--- src/rtl/uart_tx_ser.sv ---
// uart_tx_ser: 8N1 UART serializer, BIT_CELL sys_clk cycles per bit, LSB first.
// Ports: sys_clk/sys_rst (async, active-high), xmitH + xmit_dataH load a byte while
// xmit_readyH=1; uart_xmitH is the registered serial line (idle 1); xmit_busyH is
// high while a frame is on the line; xmit_doneH pulses the cycle after the last stop cell.
// Optional UART_TX_HOLD_EN: one-entry holding register so frames chain with no idle gap.
module uart_tx_ser #(
  parameter int BIT_CELL = 16
) (
  input  logic       sys_clk,
  input  logic       sys_rst,
  input  logic       xmitH,
  input  logic [7:0] xmit_dataH,
  output logic       uart_xmitH,
  output logic       xmit_readyH,
  output logic       xmit_busyH,
  output logic       xmit_doneH
);
  localparam int CW = $clog2(BIT_CELL);
  typedef enum logic [1:0] {IDLE, START, DATA, STOP} stateT;
  stateT         state;
  logic [CW-1:0] cellCnt;
  logic [2:0]    bitCnt;
  logic [7:0]    shiftReg;
  logic          cellEnd;
  logic          loadNow;
  assign cellEnd    = cellCnt == CW'(BIT_CELL - 1);
  assign xmit_busyH = state != IDLE;
  assign loadNow    = xmitH && xmit_readyH;
`ifdef UART_TX_HOLD_EN
  logic [7:0] holdReg;
  logic       holdFull;
  assign xmit_readyH = !holdFull;
`else
  assign xmit_readyH = state == IDLE;
`endif
  always_ff @(posedge sys_clk or posedge sys_rst)
    if (sys_rst) begin
      state      <= IDLE;
      cellCnt    <= '0;
      bitCnt     <= '0;
      shiftReg   <= '0;
      uart_xmitH <= 1'b1;
      xmit_doneH <= 1'b0;
`ifdef UART_TX_HOLD_EN
      holdReg    <= '0;
      holdFull   <= 1'b0;
`endif
    end else begin
      xmit_doneH <= 1'b0;
      cellCnt    <= (state == IDLE || cellEnd) ? '0 : cellCnt + 1'b1;
      case (state)
        IDLE:
          if (loadNow) begin
            state      <= START;
            shiftReg   <= xmit_dataH;
            uart_xmitH <= 1'b0;
          end
        START:
          if (cellEnd) begin
            state      <= DATA;
            bitCnt     <= '0;
            uart_xmitH <= shiftReg[0];
          end
        DATA:
          if (cellEnd) begin
            bitCnt <= bitCnt + 1'b1;
            if (bitCnt == 3'd7) begin
              state      <= STOP;
              uart_xmitH <= 1'b1;
            end else begin
              shiftReg   <= shiftReg >> 1;
              uart_xmitH <= shiftReg[1];
            end
          end
        STOP:
          if (cellEnd) begin
            xmit_doneH <= 1'b1;
`ifdef UART_TX_HOLD_EN
            // a held byte wins; otherwise a load arriving on this very edge chains directly
            if (holdFull) begin
              state      <= START;
              shiftReg   <= holdReg;
              holdFull   <= 1'b0;
              uart_xmitH <= 1'b0;
            end else if (xmitH) begin
              state      <= START;
              shiftReg   <= xmit_dataH;
              uart_xmitH <= 1'b0;
            end else begin
              state <= IDLE;
            end
`else
            state <= IDLE;
`endif
          end
        default: state <= IDLE;
      endcase
`ifdef UART_TX_HOLD_EN
      if (loadNow && state != IDLE && !(state == STOP && cellEnd)) begin
        holdReg  <= xmit_dataH;
        holdFull <= 1'b1;
      end
`endif
    end
endmodule

--- config.mk ---
export PLATFORM = sky130hd
export DESIGN_NAME = uart_tx_ser
export DESIGN_NICKNAME = d
export VERILOG_FILES = /design/src/rtl/uart_tx_ser.sv
export SDC_FILE = /design/constraint.sdc
export NUM_CORES = 1
export LEC_CHECK = 0
export BUFFER_PORTS_ARGS = -buffer_cell sky130_fd_sc_hd__buf_2
export CELL_PAD_IN_SITES_DETAIL_PLACEMENT = 1
export CELL_PAD_IN_SITES_GLOBAL_PLACEMENT = 1
export CORE_MARGIN = 3
export CORE_UTILIZATION = 43
export CTS_CLUSTER_SIZE = 8
export DETAILED_ROUTE_END_ITERATION = 7
export HOLD_SLACK_MARGIN = 0.02
export PLACE_DENSITY_LB_ADDON = 0.25
export SLEW_MARGIN = 0
export SYNTH_ARGS = -nofsm -noshare
export SYNTH_HDL_FRONTEND = slang
export SYNTH_SLANG_ARGS = --single-unit
--- constraint.sdc ---
create_clock -name sys_clk -period 2.1 [get_ports sys_clk]
set_input_delay 0.42 -clock sys_clk [delete_from_list [all_inputs] [get_ports sys_clk]]
set_output_delay 0.42 -clock sys_clk [all_outputs]
set_load 0.03 [all_outputs]
==> results by group <==
Floorplan
  – Ports: 15
  – Die width: 56.1 µm
  – Initial Util: 47.1%
  – Die area: between 3000 and 4000 µm²
  – Num rows: 17
  – Die height: 56.1 µm
  – Core Footprint: 2300 µm²

Clock tree
  – Num CTS Buffers: 3
  – Clock Pin Slew Worst Setup and Hold Paths: ~100 ps
  – Clock Latency Late Sink: 290 ps
  – CTS max path bufs: 2
  – Root Buffer: clkbuf_4
  – # hold bufs at CTS: 0
  – TritonCTS clock tree: yes
  – Clock sink count: 19
  – Post CTS Setup Buffer Count: 0
  – H-tree depth: 1
  – Post-CTS sizing: 0

Setup path
  – R2R depth: 6
  – WP depth: 5
  – Data required time of the worst path: 1680 ps
  – Worst EP arrival: approximately 1400 ps
  – Critical Path Max Stage Delay: 390 ps
  – CP Buf/Inv Count: 4
  – Critical path endpoint category: primary output
  – Top delay family on crit path: buffers and inverters
  – CP Class: flip-flop to primary output
  – Slowest CP cell: dfrtp_1
  – Worst-path cell chain: inv_1 -> ha_1 -> buf_4 -> inv_1 -> buf_2
  – Crit-path max FO: 6
  – Critical Path Start Type: flip-flop
  – CP dominant cell by count: inv_1

STA
  – Slew Viols, Final: 0
  – RSZ-0062 raised after global routing: no
  – Period utilization: 88.3%
  – Final hold slack: 234 ps
  – Min Tclk post-route: between 1500 and 2000 ps
  – Endpoints failing setup: 0
  – Layout Skew: a little under 4 ps
  – Final hold violation count: 0
  – Slew headroom: 50.1%
  – Fmax: 539 MHz
  – Total negative setup slack: 0 ps
  – Worst slew pin tran: 747 ps

Final layout
  – Diodes inserted: 0
  – Final Net Count: about 140
  – Proportion of layout cells with a drive suffix above 1: a little under a quarter
  – Fill cells: 270
  – Area added between synthesis and finish: 10.9%

Drt
  – Vias: 851
  – Routed len/inst: 16.6 µm
  – Post-DRT Antenna Nets: 0
  – Drt first pass iters: 4
  – Iteration-0 DRC Markers: 26
  – Final wirelength: 2500 µm
  – Vias per inst: roughly 5.6
  – DRC errors left: 0

Placement
  – Detailed placer's ending HPWL: 1920 µm
  – Number of port buffers: 14
  – Final Wtd Congestion: around 0.7

Logic synthesis
  – Adder-cell area share of the yosys netlist: 9.26%
  – Synth Area in Compound Gates: 21.8%
  – Register area share after synthesis: between 40% and 50%
  – Cell variety after synth: 37
  – FF+latch count, synth: 19
  – Yosys warns: 0
  – Simple-Gate Fraction of Synth Area: 16.6%
  – Post-Syn Area per Cell: 10.1 µm²
  – Number of synthesized flops with an enable pin: 0
  – Multiplexer share of the synthesized area: 2.08%
  – Syn Inst Count: 107
  – Post-Synthesis Cell Area: between 1000 and 1500 µm²
  – Synth async-reset ratio: 100%
  – Synth Flop Type: dfrtp_1
  – Post-Synth XOR/XNOR Area: 0.810%
  – Post-synth net total: approximately 130
  – Largest family of logic cells by synthesized area: compound AO/OA/AOI/OAI gates

GRT
  – Grt ovf: 0
  – Initial antenna violation count: 0
  – First-pass GRT wire length: around 4300 µm
  – Total GRT Usage: 17.0%
  – Largest net degree at the start of global routing: 22
  – Vias in the first global route: 954

Power and ir drop
  – Lkg Pwr: between 0.5 and 0.6 nW
  – Total power: around 0.00059 W
  – IR drop worst, VDD: ~0.00032 V
  – PD cells: 493 nW/µm²

Min path
  – Type of the most critical hold path: input pin to async pin

Run
  – Max Cap Viol: 0

Run status
  – Status: finished, final reports clean
==> worst reg2reg max path: stages, from the launching register on <==
cell      delay [ps]
dfrtp_1          420
ha_1             210
ha_1             180
nand2b_1         210
a21oi_2          430
nor2_1            80
a211oi_1         240
==> final cells by class <==
cell class              count  area [µm²]  share of cell area [%]
multi-input cells          77         546                    45.5
flip-flops and latches     19         477                    39.8
clock buffers               4        26.3                    2.19
repair buffers             17        92.6                    7.72
well taps                  28        35.0                    2.92
inverters                   6        22.5                    1.88
==> placed cells by master, fill, tap and decap left out, types with 2 or more instances in the layout <==
cell,n
o22ai_1,2
nand2b_1,2
inv_1,6
a22o_1,4
a21oi_2,2
nor2_1,11
a21oi_1,3
nor3_1,4
nand2_1,6
a32oi_1,2
a2bb2oi_1,2
nand3_1,2
dfrtp_1,18
a211oi_1,3
o21ai_0,4
buf_4,3
clkbuf_4,3
nand3b_1,2
and3_1,2
buf_2,14
o2bb2ai_1,3
ha_1,8
mux2_2,2
==> through the flow <==
| stage | std cells | instance area (µm²) | util [%] | worst slack [ps] |
|---|---|---|---|---|
| after floorplan | 107 | 1080 | - | 340 |
| after global placement | 147 | 1170 | 51.0 | 352 |
| after detailed placement | 147 | 1170 | 51.0 | 261 |
| after CTS | 151 | 1200 | 52.2 | 228 |
| after global routing | 151 | 1200 | 52.2 | 64.6 |
| final | 151 | 1200 | 52.2 | 245 |
==> worst paths after layout <==
kind | start | to | slack, ps
max in group asynchronous | sys_rst | shiftReg[7] | 1390
worst max register to register | bitCnt[0] | shiftReg[4] | 250
min in group sys_clk | xmit_dataH[7] | shiftReg[7] | 370
worst min register to register | cellCnt[0] | cellCnt[0] | 520
worst max-delay path | state[0] | xmit_busyH | 250
worst min-delay path | sys_rst | cellCnt[0] | 230
==> Yosys cell counts (all sizes together) (2+ instances only) <==
library cell	number	area share, %
nor2	11	3.8
nand2b	2	1.2
dfrtp	18	42
nand2	6	2.1
a22o	5	4.2
nor3	4	1.9
nand3	2	0.93
buf	4	3.0
o2bb2ai	3	2.4
a32oi	2	1.6
nand3b	2	1.4
mux2	2	2.1
a21oi	5	3.0
inv	6	2.1
and3	2	1.2
o21ai	4	1.9
and2	2	1.5
ha	8	9.3
a2bb2oi	2	1.6
a211oi	3	2.1
o22ai	2	1.2
==> metal layers <==
metal	GRT usage, %	routed length, µm	vias to the layer above
met1	20.0	1110	415
met3	2.78	58	5
met5	0	0	-
met4	4.07	28	0
li1	-	-	420
met2	31.6	1310	11
==> report_power, final <==
part | switching (W) | internal, W | total [W]
Clock | 0.000109 | 0.0000739 | 0.000183
Combinational | 0.0000157 | 0.0000141 | 0.0000298
Sequential | 0.00000482 | 0.000373 | 0.000378
==> kinds of logic (layout without fill, tap and decap cells) <==
kind of cell               Yosys count  in the layout
muxes                                2              2
AOI/OAI and AO/OA                   31             31
DFF                                 19             19
buffers and inverters               11             27
xor gates and xnor gates             1              1
and+or+nand+nor                     35             35
adders and majority gates            8              8
==> sequential cells by signal, indices dropped and copies added (netlist names) <==
register and flops:
bitCnt 3, cellCnt 4, shiftReg 8, state 2
uart_xmitH 1, xmit_doneH 1
No activity file was read; power rests on OpenSTA's default activity.
